--- config.mk ---
export PLATFORM = sky130hd
export DESIGN_NAME = pipe_engine_flat
export DESIGN_NICKNAME = d
export VERILOG_FILES = /design/src/rtl/pipe_engine_if.sv /design/src/rtl/pipe_engine.sv /design/src/flat_wrapper.sv
export SDC_FILE = /design/constraint.sdc
export NUM_CORES = 1
export LEC_CHECK = 0
export CAP_MARGIN = 20
export CORE_UTILIZATION = 47
export DETAILED_ROUTE_END_ITERATION = 10
export GPL_TIMING_DRIVEN = 0
export HOLD_SLACK_MARGIN = 0.12
export PLACE_DENSITY = 0.7
export SYNTH_ARGS = -nofsm -noshare
export SYNTH_HDL_FRONTEND = slang
export SYNTH_SLANG_ARGS = --single-unit
--- constraint.sdc ---
create_clock -name clk -period 17.35 [get_ports clk]
set_input_delay 4.3375 -clock clk [delete_from_list [all_inputs] [get_ports clk]]
set_output_delay 4.3375 -clock clk [all_outputs]
set_load 0.02 [all_outputs]
--- src/rtl/pipe_engine_if.sv ---
`default_nettype none
// ============================================================================
// Module      : pipe_engine_if
// Description : Bundle between the pipe engine and its surroundings. The
//               controller side (master) drives the scroll strobe, the
//               start/pause pulses and the bird position. The engine side
//               (slave) returns the flattened pipe positions, score, speed,
//               collision flag and game state.
// Ports       : tick, start, pause, birdY            master -> slave
//               pipeX_flat, pipeY_flat, score_count,
//               speed, collision, game_state         slave  -> master
// Revision    : 1.0 - initial release
// ============================================================================
interface pipe_engine_if #(
  parameter int NUM_PIPES = 4
);
  logic                      tick;
  logic                      start;
  logic                      pause;
  logic [31:0]               birdY;
  logic [32*NUM_PIPES-1:0]   pipeX_flat;
  logic [32*NUM_PIPES-1:0]   pipeY_flat;
  logic [31:0]               score_count;
  logic [2:0]                speed;
  logic                      collision;
  logic [1:0]                game_state;

  modport master (
    output tick, start, pause, birdY,
    input  pipeX_flat, pipeY_flat, score_count, speed, collision, game_state
  );

  modport slave (
    input  tick, start, pause, birdY,
    output pipeX_flat, pipeY_flat, score_count, speed, collision, game_state
  );
endinterface
`default_nettype wire

--- src/rtl/pipe_engine.sv ---
`default_nettype none
// ============================================================================
// Module      : pipe_engine
// Description : Obstacle and game-flow engine. Keeps NUM_PIPES pipes in a
//               recycling ring, draws fresh gap heights from a 16-bit LFSR,
//               counts pipes passed, detects bird/pipe/floor overlap and runs
//               the IDLE/RUN/PAUSED/DEAD state machine.
//               Optional feature macro: DIFFICULTY_RAMP_EN - speed rises by
//               one px/tick every RAMP_STEP scored pipes, up to MAX_SPEED.
//               Without it the speed is a constant 1.
// Ports       : clk  - system clock
//               rst  - asynchronous active-high reset
//               bus  - pipe_engine_if slave (tick/start/pause/birdY in;
//                      pipe buses, score, speed, collision, state out)
// Revision    : 1.0 - initial release
// ============================================================================
module pipe_engine #(
  parameter int NUM_PIPES   = 4,
  parameter int PIPE_SEP    = 250,
  parameter int PIPE_W      = 78,
  parameter int PIPE_GAP    = 75,
  parameter int SCREEN_W    = 640,
  parameter int FLOOR_Y     = 400,
  parameter int Y_MIN       = 60,
  parameter int Y_MASK      = 127,
  parameter int BIRD_X      = 150,
  parameter int BIRD_SIZE_X = 54,
  parameter int BIRD_SIZE_Y = 45,
  parameter int RAMP_STEP   = 10,
  parameter int MAX_SPEED   = 4
) (
  input  logic         clk,
  input  logic         rst,
  pipe_engine_if.slave bus
);

  typedef enum logic [1:0] {
    S_IDLE   = 2'd0,
    S_RUN    = 2'd1,
    S_PAUSED = 2'd2,
    S_DEAD   = 2'd3
  } state_t;

  // Geometry as 33-bit signed so pipes left of the screen compare correctly.
  localparam logic signed [32:0] c_pipe_w   = 33'(PIPE_W);
  localparam logic signed [32:0] c_pipe_gap = 33'(PIPE_GAP);
  localparam logic signed [32:0] c_floor_y  = 33'(FLOOR_Y);
  localparam logic signed [32:0] c_bird_x   = 33'(BIRD_X);
  localparam logic signed [32:0] c_bird_x_r = 33'(BIRD_X + BIRD_SIZE_X);
  localparam logic signed [32:0] c_bird_sy  = 33'(BIRD_SIZE_Y);
  localparam logic signed [32:0] c_ring     = 33'(NUM_PIPES * PIPE_SEP);
  localparam logic [31:0]        c_y_reset  = 32'(Y_MIN + (Y_MASK >> 1));
  localparam logic [15:0]        c_lfsr_seed = 16'hACE1;

  state_t             r_state, w_state_nx;
  logic signed [31:0] r_pipe_x [NUM_PIPES];
  logic [31:0]        r_pipe_y [NUM_PIPES];
  logic [31:0]        r_score;
  logic [2:0]         r_speed;
  logic               r_collision;
  logic [15:0]        r_lfsr;

  logic [31:0]        w_x_nx [NUM_PIPES];
  logic [NUM_PIPES-1:0] w_wrap, w_cross, w_pipe_hit;
  logic [31:0]        w_cross_cnt;
  logic [32:0]        w_score_sum;
  logic [31:0]        w_y_spawn;
  logic signed [32:0] w_bird_top, w_bird_bot;
  logic               w_hit_any, w_hit, w_reload, w_scroll, w_set_coll, w_clr_coll;

  assign w_bird_top = $signed({1'b0, bus.birdY});
  assign w_bird_bot = w_bird_top + c_bird_sy;
  // Every pipe recycling on the same tick samples this one value.
  assign w_y_spawn  = 32'(Y_MIN) + ({16'b0, r_lfsr} & 32'(Y_MASK));

  for (genvar i = 0; i < NUM_PIPES; i++) begin : g_pipe
    logic signed [32:0] px, py, x_dec, x_wrap;
    assign px     = {r_pipe_x[i][31], r_pipe_x[i]};
    assign py     = $signed({1'b0, r_pipe_y[i]});
    assign x_dec  = px - $signed({30'b0, r_speed});
    assign x_wrap = x_dec + c_ring;
    assign w_wrap[i]  = (x_dec <= -c_pipe_w);
    assign w_x_nx[i]  = w_wrap[i] ? x_wrap[31:0] : x_dec[31:0];
    // Scoring uses the pre-recycle position: right edge crosses the bird's left.
    assign w_cross[i] = (px + c_pipe_w >= c_bird_x) && (x_dec + c_pipe_w < c_bird_x);
    assign w_pipe_hit[i] = (px < c_bird_x_r) && (px + c_pipe_w > c_bird_x) &&
                           ((w_bird_top < py) || (w_bird_bot > py + c_pipe_gap));
    assign bus.pipeX_flat[32*i +: 32] = r_pipe_x[i];
    assign bus.pipeY_flat[32*i +: 32] = r_pipe_y[i];
  end

  always_comb begin
    w_cross_cnt = '0;
    w_hit_any   = (w_bird_bot > c_floor_y);
    for (int i = 0; i < NUM_PIPES; i++) begin
      w_cross_cnt = w_cross_cnt + 32'(w_cross[i]);
      w_hit_any   = w_hit_any | w_pipe_hit[i];
    end
  end

  assign w_hit       = (r_state == S_RUN) && w_hit_any;
  assign w_score_sum = {1'b0, r_score} + {1'b0, w_cross_cnt};

  // Hit outranks pause, and pause outranks tick, while running.
  always_comb begin
    w_state_nx = r_state;
    w_reload   = 1'b0;
    w_scroll   = 1'b0;
    w_set_coll = 1'b0;
    w_clr_coll = 1'b0;
    case (r_state)
      S_IDLE:   if (bus.start) begin w_state_nx = S_RUN; w_reload = 1'b1; end
      S_RUN: begin
        if (w_hit) begin
          w_state_nx = S_DEAD;
          w_set_coll = 1'b1;
        end else if (bus.pause) begin
          w_state_nx = S_PAUSED;
        end else if (bus.tick) begin
          w_scroll = 1'b1;
        end
      end
      S_PAUSED: if (bus.pause) w_state_nx = S_RUN;
      S_DEAD:   if (bus.start) begin w_state_nx = S_IDLE; w_clr_coll = 1'b1; end
      default:  w_state_nx = S_IDLE;
    endcase
  end

  always_ff @(posedge clk or posedge rst) begin
    if (rst) begin
      r_state     <= S_IDLE;
      r_score     <= '0;
      r_collision <= 1'b0;
      r_lfsr      <= c_lfsr_seed;
    end else begin
      r_state <= w_state_nx;
      // Fibonacci taps 16,14,13,11, shifting toward bit 0.
      r_lfsr  <= {r_lfsr[0] ^ r_lfsr[2] ^ r_lfsr[3] ^ r_lfsr[5], r_lfsr[15:1]};
      if (w_set_coll)      r_collision <= 1'b1;
      else if (w_clr_coll) r_collision <= 1'b0;
      if (w_reload)        r_score <= '0;
      else if (w_scroll)   r_score <= w_score_sum[32] ? '1 : w_score_sum[31:0];
    end
  end

  always_ff @(posedge clk or posedge rst) begin
    if (rst) begin
      for (int i = 0; i < NUM_PIPES; i++) begin
        r_pipe_x[i] <= 32'(SCREEN_W + i * PIPE_SEP);
        r_pipe_y[i] <= c_y_reset;
      end
    end else if (w_reload) begin
      for (int i = 0; i < NUM_PIPES; i++) begin
        r_pipe_x[i] <= 32'(SCREEN_W + i * PIPE_SEP);
        r_pipe_y[i] <= c_y_reset;
      end
    end else if (w_scroll) begin
      for (int i = 0; i < NUM_PIPES; i++) begin
        r_pipe_x[i] <= w_x_nx[i];
        if (w_wrap[i]) r_pipe_y[i] <= w_y_spawn;
      end
    end
  end

`ifdef DIFFICULTY_RAMP_EN
  localparam logic [2:0] c_speed_max = 3'(MAX_SPEED);
  logic [31:0] r_ramp_cnt;
  logic [31:0] r_scored_last;

  // Pipes scored on a tick are folded into the ramp one cycle later, so a new
  // speed shows up the cycle after the score that earned it.
  always_ff @(posedge clk or posedge rst) begin
    if (rst) begin
      r_speed       <= 3'd1;
      r_ramp_cnt    <= '0;
      r_scored_last <= '0;
    end else if (w_reload) begin
      r_speed       <= 3'd1;
      r_ramp_cnt    <= '0;
      r_scored_last <= '0;
    end else begin
      r_scored_last <= w_scroll ? w_cross_cnt : '0;
      if (r_scored_last != '0) begin
        if (r_ramp_cnt + r_scored_last >= 32'(RAMP_STEP)) begin
          r_ramp_cnt <= '0;
          if (r_speed < c_speed_max) r_speed <= r_speed + 3'd1;
        end else begin
          r_ramp_cnt <= r_ramp_cnt + r_scored_last;
        end
      end
    end
  end
`else
  assign r_speed = 3'd1;
  // Ramp settings only take effect when the ramp is built in.
  if (RAMP_STEP < 1 || MAX_SPEED < 1) begin : g_ramp_cfg_unused
  end
`endif

  assign bus.score_count = r_score;
  assign bus.speed       = r_speed;
  assign bus.collision   = r_collision;
  assign bus.game_state  = r_state;

endmodule
`default_nettype wire

--- src/flat_wrapper.sv ---
// flat-port wrapper written by rule: the top's interface ports become plain ports
module pipe_engine_flat 
#(
  parameter int NUM_PIPES   = 4,
  parameter int PIPE_SEP    = 250,
  parameter int PIPE_W      = 78,
  parameter int PIPE_GAP    = 75,
  parameter int SCREEN_W    = 640,
  parameter int FLOOR_Y     = 400,
  parameter int Y_MIN       = 60,
  parameter int Y_MASK      = 127,
  parameter int BIRD_X      = 150,
  parameter int BIRD_SIZE_X = 54,
  parameter int BIRD_SIZE_Y = 45,
  parameter int RAMP_STEP   = 10,
  parameter int MAX_SPEED   = 4
)
  (clk, rst, bus_tick, bus_start, bus_pause, bus_birdY, bus_pipeX_flat, bus_pipeY_flat, bus_score_count, bus_speed, bus_collision, bus_game_state);
  pipe_engine_if #(.NUM_PIPES(NUM_PIPES)) bus_i ();
  input  logic clk;
  input  logic rst;
  input wire logic [$bits(bus_i.tick)-1:0] bus_tick;
  input wire logic [$bits(bus_i.start)-1:0] bus_start;
  input wire logic [$bits(bus_i.pause)-1:0] bus_pause;
  input wire logic [$bits(bus_i.birdY)-1:0] bus_birdY;
  output wire logic [$bits(bus_i.pipeX_flat)-1:0] bus_pipeX_flat;
  output wire logic [$bits(bus_i.pipeY_flat)-1:0] bus_pipeY_flat;
  output wire logic [$bits(bus_i.score_count)-1:0] bus_score_count;
  output wire logic [$bits(bus_i.speed)-1:0] bus_speed;
  output wire logic [$bits(bus_i.collision)-1:0] bus_collision;
  output wire logic [$bits(bus_i.game_state)-1:0] bus_game_state;
  assign bus_i.tick = bus_tick;
  assign bus_i.start = bus_start;
  assign bus_i.pause = bus_pause;
  assign bus_i.birdY = bus_birdY;
  assign bus_pipeX_flat = bus_i.pipeX_flat;
  assign bus_pipeY_flat = bus_i.pipeY_flat;
  assign bus_score_count = bus_i.score_count;
  assign bus_speed = bus_i.speed;
  assign bus_collision = bus_i.collision;
  assign bus_game_state = bus_i.game_state;
  pipe_engine #(.NUM_PIPES(NUM_PIPES), .PIPE_SEP(PIPE_SEP), .PIPE_W(PIPE_W), .PIPE_GAP(PIPE_GAP), .SCREEN_W(SCREEN_W), .FLOOR_Y(FLOOR_Y), .Y_MIN(Y_MIN), .Y_MASK(Y_MASK), .BIRD_X(BIRD_X), .BIRD_SIZE_X(BIRD_SIZE_X), .BIRD_SIZE_Y(BIRD_SIZE_Y), .RAMP_STEP(RAMP_STEP), .MAX_SPEED(MAX_SPEED)) u_core (.clk(clk), .rst(rst), .bus(bus_i));
endmodule
==> out/metrics.cfg, run 1 <==
[clock_tree]
cts_sinks = 211
tritoncts = built
clock_latency_ns = 0.59
root_buffer = clkbuf_16
cts_resized = 0
cts_inserted_buffers = 28
path_clk_slew_ns = 0.06
cts-htree-levels = 1
post_cts_buffers = 0
clockBufferDepth = 3
hold_buffers = 0

[synth]
yosysWarnings = 0
ys.flop_type = dfrtp_1
syn-instance-count = 3067
synth_edf_count = 0
seq_area_frac_synth = 0.226
synth_compound_area_frac = 0.210
synth.distinct_cells = 113
synth_xor_area_frac = 0.108
synth_top_family_by_area = simple AND/OR/NAND/NOR gates
synth-simple-area-share = 0.298
syn_area_um2 = 23600
synth_fa_ha_area_frac = 0.0509
ys_ff_latch = 211
avgSynthCellArea_um2 = 7.70
muxShareOfSynthArea = 0.0218
async_reset_ff_frac = 1.00

[sta]
slew-limit-headroom = 0.215
setup_tns_ns = 0
finalCritPeriodShare = 0.602
maxSlewViolCount = 0
timing_hold_violations_final = 0
fin_ws_ns = 6.90
setup_viol = 0
finalClockSkew_ns = 0.0126
max_freq_ghz = 0.0957
rsz0062_at_grt = no
hold_ws_ns = 0.346
tightest_slew_ns = 1.18
min_period_ns = 10.45

[floorplan]
dieArea_um2 = 51200
row_count = 81
die_h_um = 226
start_util = 0.480
core_area_um2 = 49300
ios = 331
die_w_um = 226

[grt]
first_global_vias = 24000
grt_usage = 0.360
grt_pass1_wl_um = 143000
antenna_found_initial = 1
overflow = 0
grt_max_degree = 99

[setup_path]
cpMaxStageDelayCell = clkbuf_1
cp.required_ns = 17.86
critPathBufInv = 4
cp_top_family = buffers and inverters
crit_path_start_kind = primary input
crit_type = in -> reg
crit_path_max_fanout = 10
critPathMaxStageDelay_ns = 0.92
cp_common_cell = clkbuf_1
crit_chain = clkdlybuf4s50_1 -> clkbuf_1 -> a2111oi_2 -> nor2_1 -> xor2_1 -> ha_1 -> a21o_1 -> a21o_1 -> a31oi_1 -> a41oi_1 -> o311ai_0 -> a21oi_1 -> a22oi_1 -> o21a_1 -> nand3_1 -> clkbuf_1 -> clkbuf_1 -> o21ai_0 -> o211ai_1
crit_path_end_kind = register
arrival_ns = 10.95

[pwr]
internal-power_mw = 0.938
power_density_nw_per_um2 = 48.8
comb_power_share = 0.191
switchingPower_mw = 0.435
netSwitchingFraction = 0.317
pwr-share-seq = 0.369
worst_ir_drop_vdd_mv = 0.0625
power.share.clock = 0.440
p_leak_nw = 11.3

[place]
numPortBuffers = 231
placed_cell_area_um2 = 27200
hpwl_um = 73000
gp_congestion = 0.996
place_ws_ns = 6.42

[detailed_routing]
dr.pass1.iters = 5
vias = 25900
drc = 0
ant_nets = 0
vias_per_cell = 6.30
post_drt_wl_per_cell_um = 23.1
drt_iter0_drc = 2417
wirelength_um = 94900

[cells_and_area]
area_growth_pct = 19.1
final_nets = 3560
final_cell_mix = clkdlybuf4s50_1 (231), nand2_1 (208), nand3_1 (204)
design_area_um2 = 28100
drive_gt1_frac = 0.110
num_antenna_cells = 0
final_common_cell = clkdlybuf4s50_1

[min_path]
min_path_type = reg -> reg

[flow_run]
drv_cap = 0

[outcome]
status = finished clean

[kinds of logic after synthesis]
logic type	count (synthesis)
AO/OA/AOI/OAI	739
buffers and inverters	402
other	2
XOR/XNOR	290
AND/OR/NAND/NOR	1278
adder cells (fa/ha/maj)	95
multiplexers	50
flip-flops	211
[through the flow]
step	power (mW)	util	instances
after floorplan	0.674	-	3164
after global placement	0.764	0.551	4059
after detailed placement	0.770	0.552	4062
after CTS	1.37	0.571	4114
after global routing	1.42	0.571	4115
final	1.37	0.571	4115
[worst paths after layout]
path                                     startpoint                         end  slack, ns  cells past startpoint
setup / recovery                       bus_birdY[5]   u_core.bus.pipeY_flat[65]       6.90                     19
hold / removal                     u_core.r_lfsr[9]            u_core.r_lfsr[8]       0.35                      0
setup reg to reg           u_core.bus.pipeX_flat[1]  u_core.bus.score_count[19]       7.75                     31
hold reg to reg                    u_core.r_lfsr[9]            u_core.r_lfsr[8]       0.35                      0
max in group asynchronous                       rst   u_core.bus.pipeY_flat[99]      12.01                      4
min in group asynchronous                       rst   u_core.bus.pipeX_flat[50]       4.11                      2
[state kept, by name, summed over array words and instances (netlist names)]
| signal | cells |
|---|---|
| u_core.r_lfsr | 16 |
| u_core.bus.collision | 1 |
| u_core.bus.pipeY_flat | 32 |
| u_core.bus.game_state | 2 |
| u_core.bus.pipeX_flat | 128 |
| u_core.bus.score_count | 32 |
[area by class of cell]
cell class              count  area, µm²
multi-input cells        2551      16600
clock inverters            12        138
repair buffers            235       2380
plain buffers             302       1630
inverters                 100        383
fillers                  4714      21100
clock buffers              40        806
well taps                 664        831
flip-flops and latches    211       5350
[power by group through the flow]
stage	Sequential, mW	Clock [mW]	Combinational [mW]
after floorplan	0.520	0	0.154
after global placement	0.515	0	0.249
after detailed placement	0.515	0	0.255
after CTS	0.507	0.610	0.256
after global routing	0.507	0.629	0.280
final	0.507	0.604	0.262
[metal layers]
layer	vias to the layer above	routed length [µm]	global-route usage
met3	239	8600	0.0539
met1	12500	39600	0.486
li1	11900	-	-
met2	1309	42000	0.562
met4	0	4650	0.169
met5	-	0	0
[cell usage after synthesis (92+ instances only)]
library cell / count / share of area
buf_4: 102 / 0.032
nor2_1: 184 / 0.029
clkbuf_1: 116 / 0.018
dfrtp_1: 158 / 0.17
nand3_1: 204 / 0.043
ha_1: 92 / 0.049
inv_1: 99 / 0.016
xnor2_1: 192 / 0.071
xor2_1: 97 / 0.036
a21oi_1: 140 / 0.030
o21ai_0: 194 / 0.041
nand2_1: 208 / 0.033
nor3_1: 143 / 0.030
Power figures use the tool's default switching activity.
==> inputs of run 2 (changes only) <==
==> constraint.sdc (replaced) <==
create_clock -name clk -period 10.3 [get_ports clk]
set_input_delay 2.575 -clock clk [delete_from_list [all_inputs] [get_ports clk]]
set_output_delay 2.575 -clock clk [all_outputs]
set_load 0.02 [all_outputs]
==> out/metrics.cfg, run 2 (synthesis gave the netlist of run 1 again) <==
[outcome]
status = finished clean

[setup_path]
cpMaxStageDelayCell = a2111oi_1
reg2reg_from = u_core.bus.pipeX_flat[1]
cp.required_ns = 10.79
r2r_slack_ns = 0.72
crit_type = reg -> reg
arrival_ns = 10.07
cp_top_family = simple AND/OR/NAND/NOR gates
crit_path_start_kind = register
crit_path_end_kind = register
cp-startpoint = u_core.bus.pipeX_flat[1]
critPathMaxStageDelay_ns = 0.65
crit_path_max_fanout = 10
critPathBufInv = 5

[sta]
setup_viol = 0
tightest_slew_ns = 1.16
max_freq_ghz = 0.104
slew-limit-headroom = 0.224
finalCritPeriodShare = 0.930
maxSlewViolCount = 0
min_period_ns = 9.58
finalClockSkew_ns = 0.0202
timing_hold_violations_final = 0
rsz0062_at_grt = no

[cells_and_area]
area_growth_pct = 19.1
fill_cells = 4714
final_nets = 3560
num_antenna_cells = 0
design_area_um2 = 28100
register_area_um2 = 5350
final_common_cell = clkdlybuf4s50_1
finalNonFillerCells = 4115
final_cell_mix = clkdlybuf4s50_1 (231), nand2_1 (208), nand3_1 (204)
multi_input_area_um2 = 16600
drive_gt1_frac = 0.110
largest_register_ffs = 128

[clock_tree]
hold_buffers = 0
root_buffer = clkbuf_16
cts_sinks = 211
cts_inserted_buffers = 28
clock_latency_ns = 0.60
tritoncts = built
path_clk_slew_ns = 0.06
cts-htree-levels = 1
post_cts_buffers = 0
cts_resized = 0
clockBufferDepth = 3

[detailed_routing]
post_drt_wl_per_cell_um = 23.1
vias = 25900
vias_per_cell = 6.30
wirelength_um = 94900
ant_nets = 0
drt_iter0_drc = 2573
dr.pass1.iters = 6
drc = 0

[place]
hpwl_um = 73000
placed_cell_area_um2 = 27200
place_inst = 4062
gp_congestion = 0.996
numPortBuffers = 231

[min_path]
min_path_type = reg -> reg
hp-start = u_core.r_lfsr[9]

[grt]
grt_usage = 0.360
antenna_found_initial = 1
first_global_vias = 24000
grt.met2_usage = 0.562
grt_use_met1 = 0.486
overflow = 0
busiest_layer = met2
gr-usage-met3 = 0.0536
grt_max_degree = 99
grt_pass1_wl_um = 143000

[pwr]
worst_ir_drop_vdd_mv = 0.105
power_density_nw_per_um2 = 82.3
p_leak_nw = 11.3

[floorplan]
row_count = 81
ios = 331
start_util = 0.480
die_w_um = 226
core_area_um2 = 49300
die_h_um = 226
dieArea_um2 = 51200

[flow_run]
drv_cap = 0

[run 2: cell counts in the layout (fill, tap and decap cells not counted)]
Identical to the previous run, type by type.
[run 2: metrics by stage]
| stage | setup TNS, ns | utilization | total power, mW | setup slack, ns | hold WS, ns |
|---|---|---|---|---|---|
| 5_1_grt | 0 | 0.571 | 2.39 | 0.132 | 0.360 |
| 4_1_cts | 0 | 0.571 | 2.31 | 0.553 | 0.346 |
| 2_1_floorplan | 0 | - | 1.14 | 2.05 | 0.331 |
| 3_5_place_dp | 0 | 0.552 | 1.30 | 0.634 | 0.339 |
| 3_3_place_gp | -158.87 | 0.551 | 1.29 | -1.04 | 0.335 |
| 6_report | 0 | 0.571 | 2.32 | 0.719 | 0.345 |
[run 2: layer usage]
layer / part of all wire / up-vias
li1: - / 11900
met1: 0.42 / 12500
met2: 0.44 / 1324
met3: 0.089 / 238
met4: 0.048 / 0
met5: 0 / -
[run 2: area by class of cell]
type,count,area share
flip-flops and latches,211,0.190
multi-input cells,2551,0.591
plain buffers,302,0.0581
clock buffers,40,0.0286
repair buffers,235,0.0845
clock inverters,12,0.00489
well taps,664,0.0295
inverters,100,0.0136
[run 2: worst paths after layout]
kind                                              endpoint  depth (start not counted)
worst min-delay path                      u_core.r_lfsr[8]                          0
worst min register to register            u_core.r_lfsr[8]                          0
min in group asynchronous        u_core.bus.pipeX_flat[50]                          2
worst max-delay path            u_core.bus.score_count[19]                         31
max in group asynchronous        u_core.bus.pipeY_flat[70]                          4
worst max register to register  u_core.bus.score_count[19]                         31
[run 2: worst register-to-register path: cells and delay by family, from the launching register on]
| family | cells | cell delay (ns) |
|---|---|---|
| simple gates | 15 | 4.25 |
| compound gates | 5 | 1.79 |
| fa+ha+maj | 5 | 1.75 |
| buf+inv | 5 | 0.99 |
| flops | 1 | 0.46 |
| xor+xnor | 1 | 0.27 |
[run 2: where the power goes]
| part | switching, mW | internal [mW] |
|---|---|---|
| Combinational | 0.298 | 0.143 |
| Sequential | 0.0115 | 0.843 |
| Clock | 0.426 | 0.594 |
| Total | 0.735 | 1.58 |
